<file path="config.mk">
export PLATFORM = sky130hd
export DESIGN_NAME = toggle_burst_gen_flat
export DESIGN_NICKNAME = d
export VERILOG_FILES = /design/src/rtl/toggle_gen_pkg.sv /design/src/rtl/toggle_burst_gen_if.sv /design/src/rtl/toggle_gen_div.sv /design/src/rtl/toggle_burst_gen.sv /design/src/flat_wrapper.sv
export SDC_FILE = /design/constraint.sdc
export NUM_CORES = 1
export LEC_CHECK = 0
export BUFFER_PORTS_ARGS = -buffer_cell sky130_fd_sc_hd__buf_2
export CORE_ASPECT_RATIO = 1.1
export CORE_UTILIZATION = 50
export CTS_BUF_LIST = sky130_fd_sc_hd__clkbuf_8 sky130_fd_sc_hd__clkbuf_16
export DETAILED_ROUTE_END_ITERATION = 8
export GPL_TIMING_DRIVEN = 0
export PLACE_DENSITY_LB_ADDON = 0.3
export SYNTH_ARGS = -nofsm -noshare
export SYNTH_HDL_FRONTEND = slang
export SYNTH_SLANG_ARGS = --single-unit
</file>
<file path="constraint.sdc">
create_clock -name clock -period 1.84 [get_ports clock]
set_input_delay 0.276 -clock clock [delete_from_list [all_inputs] [get_ports clock]]
set_output_delay 0.276 -clock clock [all_outputs]
set_load 0.005 [all_outputs]
</file>
<file path="src/rtl/toggle_gen_pkg.sv">
// Shared definitions for the toggle burst generator: state encoding and default widths.
package toggle_gen_pkg;

  localparam int DEF_CNT_W = 4;
  localparam int DEF_DIV_W = 4;

  typedef enum logic [1:0] {
    IDLE = 2'd0,
    RUN  = 2'd1,
    DONE = 2'd2
  } state_t;

endpackage

</file>
<file path="src/rtl/toggle_burst_gen_if.sv">
// Controller-facing bundle of the toggle burst generator: start/done handshake,
// burst programming, abort/clear controls and the generated line with its counters.
interface toggle_burst_gen_if
  import toggle_gen_pkg::*;
#(
  parameter int CNT_W = DEF_CNT_W,
  parameter int DIV_W = DEF_DIV_W
);

  logic             start;
  logic [CNT_W-1:0] count;
  logic [DIV_W-1:0] half_period;
  logic             abort;
  logic             clear;
  logic             tog_out;
  logic             busy;
  logic             done;
  logic [CNT_W-1:0] edges_sent;

  // The test controller drives the requests and watches the generator.
  modport master (
    output start, count, half_period, abort, clear,
    input  tog_out, busy, done, edges_sent
  );

  // The generator consumes the requests and drives the line and status.
  modport slave (
    input  start, count, half_period, abort, clear,
    output tog_out, busy, done, edges_sent
  );

endinterface

</file>
<file path="src/rtl/toggle_gen_div.sv">
// Reloadable down-counter that paces toggles; zero marks the edge a toggle is due.
module toggle_gen_div #(
  parameter int DIV_W = 4
) (
  input  logic             clock,
  input  logic             reset_n,
  input  logic             load,
  input  logic [DIV_W-1:0] load_value,
  input  logic             enable,
  output logic             zero
);

  logic [DIV_W-1:0] cnt_q;

  // Load takes precedence; otherwise count down and rest at zero.
  always_ff @(posedge clock or negedge reset_n) begin
    if (!reset_n) begin
      cnt_q <= '0;
    end else if (load) begin
      cnt_q <= load_value;
    end else if (enable && (cnt_q != '0)) begin
      cnt_q <= cnt_q - DIV_W'(1);
    end
  end

  assign zero = (cnt_q == '0);

endmodule

</file>
<file path="src/rtl/toggle_burst_gen.sv">
// Drives a programmable burst of toggles at a programmable spacing and keeps a
// wrapping count of the toggles sent so a downstream edge counter can be checked.
module toggle_burst_gen
  import toggle_gen_pkg::*;
#(
  parameter int CNT_W = DEF_CNT_W,
  parameter int DIV_W = DEF_DIV_W
) (
  input  logic               clock,
  input  logic               reset_n,
  toggle_burst_gen_if.slave  bus
);

  state_t           state;
  state_t           next_state;
  logic             tog_q;
  logic             busy_q;
  logic             done_q;
  logic [CNT_W-1:0] edges_q;
  logic [CNT_W-1:0] remaining_q;
  logic [DIV_W-1:0] half_period_q;

  logic             accept;
  logic             do_toggle;
  logic             do_clear;
  logic             div_load;
  logic [DIV_W-1:0] div_load_value;
  logic             div_enable;
  logic             div_zero;

  // Spacing counter: loaded with the requested spacing on accept, reloaded from
  // the latched copy after every toggle so later changes on the bus do not matter.
  toggle_gen_div #(
    .DIV_W (DIV_W)
  ) u_div (
    .clock      (clock),
    .reset_n    (reset_n),
    .load       (div_load),
    .load_value (div_load_value),
    .enable     (div_enable),
    .zero       (div_zero)
  );

  assign div_enable = (state == RUN) && !bus.abort;

  // Next-state and datapath strobes; abort beats a toggle due on the same edge.
  always_comb begin
    next_state     = state;
    accept         = 1'b0;
    do_toggle      = 1'b0;
    do_clear       = 1'b0;
    div_load       = 1'b0;
    div_load_value = half_period_q;
    case (state)
      IDLE: begin
        if (bus.start) begin
          if (bus.count != '0) begin
            next_state     = RUN;
            accept         = 1'b1;
            div_load       = 1'b1;
            div_load_value = bus.half_period;
          end else begin
            next_state = DONE;
          end
        end else if (bus.clear) begin
          do_clear = 1'b1;
        end
      end
      RUN: begin
        if (bus.abort) begin
          next_state = IDLE;
        end else if (div_zero) begin
          do_toggle = 1'b1;
          div_load  = 1'b1;
          if (remaining_q == CNT_W'(1)) begin
            next_state = DONE;
          end
        end
      end
      DONE: begin
        next_state = IDLE;
      end
      default: begin
        next_state = IDLE;
      end
    endcase
  end

  // State register.
  always_ff @(posedge clock or negedge reset_n) begin
    if (!reset_n) begin
      state <= IDLE;
    end else begin
      state <= next_state;
    end
  end

  // Burst bookkeeping, the toggle line and registered status flags.
  always_ff @(posedge clock or negedge reset_n) begin
    if (!reset_n) begin
      tog_q         <= 1'b0;
      edges_q       <= '0;
      remaining_q   <= '0;
      half_period_q <= '0;
      busy_q        <= 1'b0;
      done_q        <= 1'b0;
    end else begin
      if (accept) begin
        remaining_q   <= bus.count;
        half_period_q <= bus.half_period;
      end
      if (do_toggle) begin
        tog_q       <= ~tog_q;
        edges_q     <= edges_q + CNT_W'(1);
        remaining_q <= remaining_q - CNT_W'(1);
      end
      if (do_clear) begin
        tog_q   <= 1'b0;
        edges_q <= '0;
      end
      busy_q <= (next_state != IDLE);
      done_q <= (next_state == DONE);
    end
  end

  assign bus.tog_out    = tog_q;
  assign bus.busy       = busy_q;
  assign bus.done       = done_q;
  assign bus.edges_sent = edges_q;

endmodule

</file>
<file path="src/flat_wrapper.sv">
// flat-port wrapper written by rule: the top's interface ports become plain ports
module toggle_burst_gen_flat import toggle_gen_pkg::*;
#(
  parameter int CNT_W = DEF_CNT_W,
  parameter int DIV_W = DEF_DIV_W
)
  (clock, reset_n, bus_start, bus_count, bus_half_period, bus_abort, bus_clear, bus_tog_out, bus_busy, bus_done, bus_edges_sent);
  toggle_burst_gen_if #(.CNT_W(CNT_W), .DIV_W(DIV_W)) bus_i ();
  input  logic clock;
  input  logic reset_n;
  input wire logic [$bits(bus_i.start)-1:0] bus_start;
  input wire logic [$bits(bus_i.count)-1:0] bus_count;
  input wire logic [$bits(bus_i.half_period)-1:0] bus_half_period;
  input wire logic [$bits(bus_i.abort)-1:0] bus_abort;
  input wire logic [$bits(bus_i.clear)-1:0] bus_clear;
  output wire logic [$bits(bus_i.tog_out)-1:0] bus_tog_out;
  output wire logic [$bits(bus_i.busy)-1:0] bus_busy;
  output wire logic [$bits(bus_i.done)-1:0] bus_done;
  output wire logic [$bits(bus_i.edges_sent)-1:0] bus_edges_sent;
  assign bus_i.start = bus_start;
  assign bus_i.count = bus_count;
  assign bus_i.half_period = bus_half_period;
  assign bus_i.abort = bus_abort;
  assign bus_i.clear = bus_clear;
  assign bus_tog_out = bus_i.tog_out;
  assign bus_busy = bus_i.busy;
  assign bus_done = bus_i.done;
  assign bus_edges_sent = bus_i.edges_sent;
  toggle_burst_gen #(.CNT_W(CNT_W), .DIV_W(DIV_W)) u_core (.clock(clock), .reset_n(reset_n), .bus(bus_i));
endmodule
</file>
==> impl_results.md, run 1 <==
* Run status: finished, final reports clean
* IO Count at 20
* H-Tree Depth at 1
* Slowest stage delay, CP at about 0.45 ns
* Synth unique cells at 36
* Hold_sp: bus_half_period[1]
* Yosys reg bits at 21
* Fin crit share at a little over nine tenths
* Cell area after synthesis at approximately 1100 µm²
* CP required at just under 2 ns
* Drt first pass iters at 4
* YS warnings at 0
* DR vias at roughly 890
* Total power at between 1.5 and 2 mW
* Post-synthesis simple-gate area fraction at 25.06%
* Drc violations at 0
* Clock Latency Late Sink at about 0.26 ns
* Worst hold path class: in -> reg
* MaxCap Viol Count at 0
* Relative slew slack at a little over two fifths
* Overall global routing resource usage at between 20% and 30%
* PnR worst setup slack at 0.04999 ns
* Number of global-route vias before repair at 830
* Largest cells by area after synthesis: dfrtp_1 (47%), nand2_1 (6.0%), ha_1 (5.6%)
* Via density at between 5 and 6
* Pwr/cell area at approximately 1100 nW/µm²
* Synth Area in Compound Gates at roughly 14%
* Final GP Congestion at ~0.83
* Antenna Cells at 0
* Post-synth top area share at 46.98%
* Post-synthesis net count at roughly 130
* Synth Flop Type: dfrtp_1
* Wirelength, routed at around 2.3 mm
* Seq/Total Area, Yosys at 46.98%
* Setup_tns at 0 ns
* Worst-path fanout max at 4
* Worst EP arrival at approximately 1.9 ns
* Max Clock Freq at 558.7 MHz
* Cell taking the most area after synthesis: dfrtp_1
* Synth Area per Inst at ~10 µm²
* Max-slew violations at 0
* Cells after synthesis at 110
* EDFF count, synth at 0
* Core area at roughly 2100 µm²
* Starting Density at a little over half
* Post-layout instance area at approximately 1300 µm²
* Clock slew at reported path FFs at roughly 0.080 ns
* Post-synthesis xor/xnor area fraction at about 3.1%
* Gr ovfl total at 0
* Die Ht at just over 50 µm
* Max Root-Sink Buffers at 2
* Crit end category: flop
* Layout Cells excl Fill at 164
* Multi-input logic area at approximately 560 µm²
* Buffers on Ports at 19
* Die W at 47.10 µm
* CTS Buf Count at 3
* Post-detail-place hpwl at ~1.6 mm
* Maximum vdd drop at between 700 and 800 µV
* Clock Skew at a little over 0.004 ns
* Min Tclk post-route at around 1.8 ns
* Initial drt markers at 24
* Root buffer cell: clkbuf_8
* Filler cell count at approximately 170
* Final Hold Viols at 0
* Setup violators final at 0
* Worst path cell trace: inv_2, ha_2, or3b_4, nor2_8, nor2_2, a221o_1
* CTS tree: yes
* Placed Cells at 157
* Die ar. at 2430 µm²
* CTS sink cnt at 21
* Layout area overhead at 20.25%
* Post-synthesis mux area share at less than 1%
* Leak at roughly 0.67 nW
* First-pass GRT wire length at between 3 and 4 mm
* ANT nets after route at 0
* Adder-cell share of the synthesized area at under 10%
* FF/Latch Area at about 530 µm²
* Fraction of layout cells with a size suffix above 1 at roughly 27%
* CP startpoint: u_core.u_div.cnt_q[0]
* Ys async rst share at 100.0%
* Least-Margin Pin Slew at about 0.85 ns
* Startpoint Class: flop
* Setup Crit Path Kind: reg -> reg
* Fin nets at roughly 160
* R2R Path Start: u_core.u_div.cnt_q[0]
* Largest net degree at the start of global routing at 22
* Largest family of logic cells by synthesized area: simple AND/OR/NAND/NOR gates
* Post-place setup slack at -0.2253 ns
* Initial antenna violation count at 0
* Slowest cell on the critical path: or3b_4
* Placed Area at about 1200 µm²
* Post-DR wirelength/cell at approximately 14 µm
* Rows at 17
-- through the flow --
stage / hold WS (ns) / util [%]
after floorplan: -0.01959 / -
after global placement: 0.2510 / 60.52
after detailed placement: 0.2570 / 60.52
after CTS: 0.2215 / 63.43
after global routing: 0.2528 / 65.19
final: 0.2177 / 65.19
-- critical path: cells and delay by family, from the launching register on --
kind	cells	cell delay (ns)
and+or+nand+nor	3	0.67
DFF	1	0.41
AOI/OAI and AO/OA	1	0.30
adders and majority gates	1	0.20
buffers and inverters	1	0.09
-- cell type report --
type	count	share of cell area (%)
multi-input cells	80	41.49
plain buffers	2	1.674
clock buffers	3	3.070
repair buffers	22	9.860
well taps	28	2.605
clock inverters	1	0.2791
inverters	7	1.953
flip-flops and latches	21	39.07
-- repair_timing --
| item | CTS | global route |
|---|---|---|
| endpoints found under the setup margin | 9 | 8 |
| resized for setup | 1 | 3 |
| hold endpoints to repair | 21 | 0 |
| buffers inserted | 0 | 2 |
| pin swaps | 0 | 1 |
| hold buffers | 1 | 0 |
-- sequential cells by signal (all words and copies together), names as in the netlist --
register	cells
u_core.bus.tog_out	1
u_core.half_period_q	4
u_core.state	2
u_core.u_div.cnt_q	4
u_core.remaining_q	4
u_core.bus.busy	1
u_core.bus.done	1
u_core.bus.edges_sent	4
-- worst paths after layout --
kind	endpoint	slack, ns	depth (start not counted)
max in group asynchronous	u_core.half_period_q[2]	1.01	2
worst min-delay path	u_core.half_period_q[1]	0.22	3
min in group asynchronous	u_core.bus.tog_out	0.49	2
worst max register to register	u_core.remaining_q[0]	0.05	6
worst min register to register	u_core.half_period_q[2]	0.48	2
worst max-delay path	u_core.remaining_q[0]	0.05	6
-- Yosys cell counts (3+ instances only) --
cell type,number
o211ai_1,3
inv_1,7
ha_1,5
a21oi_1,4
nor2_1,9
o21ai_0,3
nand2_1,18
xnor2_1,3
nand3_1,4
dfrtp_1,21
-- layout by cell type (no fill, tap or decap), drive strengths merged, types with 2 or more instances in the layout --
| cell | Yosys | layout |
|---|---|---|
| nand2 | 18 | 18 |
| o21a | 2 | 2 |
| or3b | 2 | 2 |
| ha | 5 | 5 |
| a21oi | 4 | 4 |
| o211ai | 3 | 3 |
| buf | 2 | 23 |
| clkbuf | 0 | 3 |
| dfrtp | 21 | 21 |
| o21ai | 5 | 5 |
| nor3b | 3 | 3 |
| nor2 | 11 | 11 |
| nand3 | 4 | 4 |
| nor3 | 3 | 3 |
| nor4b | 2 | 2 |
| a221o | 2 | 2 |
| xnor2 | 3 | 3 |
| a2bb2o | 2 | 2 |
| inv | 7 | 8 |
-- report_power, final --
part	internal [mW]	switching (mW)
combinational	0.247	0.267
clock	0.149	0.154
sequential	0.578	0.125
-- layer usage --
metal | track usage, % | vias up | share of wire, %
met5 | 0 | - | 0
met4 | 6.190 | 0 | 1.0
met3 | 4.514 | 2 | 3.3
met2 | 36.81 | 24 | 51
met1 | 26.46 | 423 | 45
li1 | - | 443 | -
-- cells by family (layout without fill, tap and decap cells) --
logic type,count (synthesis),in the layout
mux,1,1
xor+xnor,4,4
flops,21,21
fa+ha+maj,5,5
simple gates,48,48
compound gates,22,22
buf+inv,9,35
Power figures use the tool's default switching activity.
==> inputs of run 2 (changes only) <==
BUFFER_PORTS_ARGS = default   (was -buffer_cell sky130_fd_sc_hd__buf_2)
DONT_BUFFER_PORTS = 1   (was default)
SKIP_CTS_REPAIR_TIMING = 1   (was default)
==> run 2 against run 1 <==
- non-clock buffer count shrank 18
- sequential power grew 0.7%
- via count shrank 6.3%
- design area shrank 6.1%
- worst setup slack gained 0.023 ns
- wire length shrank 7.7%
- highest routed layer unchanged
- first-iteration DRC count shrank 42%
- clock skew shrank 0.0031 ns
==> impl_results.md, run 2 (synthesis gave the netlist of run 1 again) <==
* MaxCap Viol Count at 0 (unchanged)
* Buffer and inverter count on the worst path at 1 (unchanged)
* Post-DR wirelength/cell at 14.77 µm (was 14.25 µm)
* CTS tree: yes (unchanged)
* Final GP Congestion at 0.8574 (was 0.8283)
* Worst path cell trace: inv_1, ha_4, or3b_4, nor2_8, nor2_2, a221o_1 (was inv_2, ha_2, or3b_4, nor2_8, nor2_2, a221o_1)
* Most frequent cells in the layout: dfrtp_1 (21), nand2_1 (18), nor2_1 (9) (was dfrtp_1 (21), buf_2 (19), nand2_1 (18))
* Slowest stage delay, CP at 0.44 ns (was 0.45 ns)
* Setup violators final at 0 (unchanged)
* Relative slew slack at 36.29% (was 42.66%)
* H-Tree Depth at 1 (unchanged)
* CTS Buf Count at 3 (unchanged)
* Run status: finished, final reports clean (unchanged)
* Layout area overhead at 12.86% (was 20.25%)
* R2R Path Start: u_core.u_div.cnt_q[1] (was u_core.u_div.cnt_q[0])
* Slowest cell on the critical path: or3b_4 (unchanged)
* End point of the worst hold path: u_core.half_period_q[1] (unchanged)
* Drc violations at 0 (unchanged)
* Max-slew violations at 0 (unchanged)
* RSZ-0062 raised after global routing: no
* Gr ovfl total at 0 (unchanged)
* Startpoint Class: flop (unchanged)
* Post-layout instance area at 1262 µm² (was 1345 µm²)
* Overall global routing resource usage at 20.91% (was 21.47%)
* R2R depth at 6 (unchanged)
* IO Count at 20 (unchanged)
* Post-place setup slack at -0.2169 ns (was -0.2253 ns)
* Root buffer cell: clkbuf_8 (unchanged)
* Final Hold Viols at 0 (unchanged)
* Worst hold path class: in -> reg (unchanged)
* Hold depth at 2 (was 3)
* Core area at 2063 µm² (unchanged)
* Clock slew at reported path FFs at 0.08 ns (about the same)
* Least-Margin Pin Slew at 0.9525 ns (was 0.8481 ns)
* Worst hold slack at 0.1198 ns (was 0.2177 ns)
* DR vias at 836 (was 892)
* CTS sink cnt at 21 (unchanged)
* Clock Latency Late Sink at 0.26 ns (about the same)
* Hold_sp: bus_half_period[1] (unchanged)
* Starting Density at 54.21% (unchanged)
* PnR worst setup slack at 0.07342 ns (was 0.04999 ns)
* First-pass GRT wire length at 3.581 mm (was 3.657 mm)
* CP startpoint: u_core.u_div.cnt_q[1] (was u_core.u_div.cnt_q[0])
* R2r setup slk at 0.07 ns (was 0.05 ns)
* Antenna Cells at 0 (unchanged)
* Cell family with most CP delay: simple AND/OR/NAND/NOR gates (unchanged)
* Total power at 1.508 mW (was 1.520 mW)
* Pwr/cell area at 1194 nW/µm² (was 1130 nW/µm²)
* Die Ht at 51.61 µm (unchanged)
* CP required at 1.98 ns (was 1.99 ns)
* Maximum vdd drop at 823.0 µV (was 785.3 µV)
* Max Root-Sink Buffers at 2 (unchanged)
* Commonest non-fill, non-tap cell in the layout: dfrtp_1 (unchanged)
* Clock Skew at 0.0009640 ns (was 0.004055 ns)
* Buffers on Ports at 0 (was 19)
* Rows at 17 (unchanged)
* Leak at 0.5860 nW (was 0.6666 nW)
* Min Tclk post-route at 1.767 ns (was 1.790 ns)
* Fin nets at 137 (was 155)
* Initial drt markers at 14 (was 24)
* Worst EP arrival at 1.91 ns (was 1.94 ns)
* Worst-path fanout max at 6 (was 4)
* Max Clock Freq at 566.1 MHz (was 558.7 MHz)
* ANT nets after route at 0 (unchanged)
* Post-detail-place hpwl at 1.594 mm (was 1.582 mm)
* Die ar. at 2430 µm² (unchanged)
* Drt first pass iters at 4 (unchanged)
* Number of global-route vias before repair at 794 (was 830)
* Setup Crit Path Kind: reg -> reg (unchanged)
* Largest net degree at the start of global routing at 22 (unchanged)
* Via density at 5.726 (was 5.439)
* Filler cell count at 176 (was 169)
* Fin crit share at 96.01% (was 97.28%)
* Crit end category: flop (unchanged)
* Initial antenna violation count at 0 (unchanged)
* Wirelength, routed at 2.156 mm (was 2.337 mm)
* Placed Area at 1154 µm² (was 1249 µm²)
* Die W at 47.10 µm (unchanged)
* Fraction of layout cells with a size suffix above 1 at 16.95% (was 27.21%)
* R2r endpoint: u_core.remaining_q[0] (unchanged)
-- run 2: cell count changes in the layout (fill, tap and decap cells not counted), sizes merged --
| cell | before | now |
|---|---|---|
| clkinv | 0 | 1 |
| buf | 23 | 5 |
| inv | 8 | 7 |
-- run 2: worst max-delay path by stage --
stage / endpoint / slack [ns] / depth (start not counted)
2_1_floorplan: u_core.remaining_q[1] / 0.20 / 6
4_1_cts: u_core.remaining_q[2] / -0.23 / 6
3_3_place_gp: u_core.remaining_q[2] / -0.13 / 6
6_report: u_core.remaining_q[0] / 0.07 / 6
3_5_place_dp: u_core.remaining_q[2] / -0.22 / 6
5_1_grt: u_core.remaining_q[1] / 0.01 / 6
-- run 2: power by group --
group	switching, mW	internal [mW]
clock	0.151	0.151
sequential	0.129	0.578
combinational	0.259	0.240
-- run 2: routing by layer --
layer / wire, µm / vias up / track usage (%)
met3: 65 / 4 / 4.167
li1: - / 407 / -
met1: 976 / 406 / 26.91
met5: 0 / - / 0
met2: 1090 / 19 / 34.26
met4: 23 / 0 / 7.143
-- run 2: cell type report --
type | count | area, µm² | share of cell area [%]
clock inverters | 1 | 5.005 | 0.3964
well taps | 28 | 35.03 | 2.775
clock buffers | 3 | 41.29 | 3.271
plain buffers | 2 | 22.52 | 1.784
multi-input cells | 80 | 574.3 | 45.49
inverters | 7 | 26.28 | 2.081
repair buffers | 4 | 32.53 | 2.577
flip-flops and latches | 21 | 525.5 | 41.63
-- run 2: metrics by stage --
step,setup TNS (ns),std cells,util [%]
5_1_grt,0,146,61.19
6_report,0,146,61.19
3_5_place_dp,-0.5965,138,55.91
3_3_place_gp,-0.1889,138,55.91
4_1_cts,-0.7126,142,58.16
2_1_floorplan,0,110,-
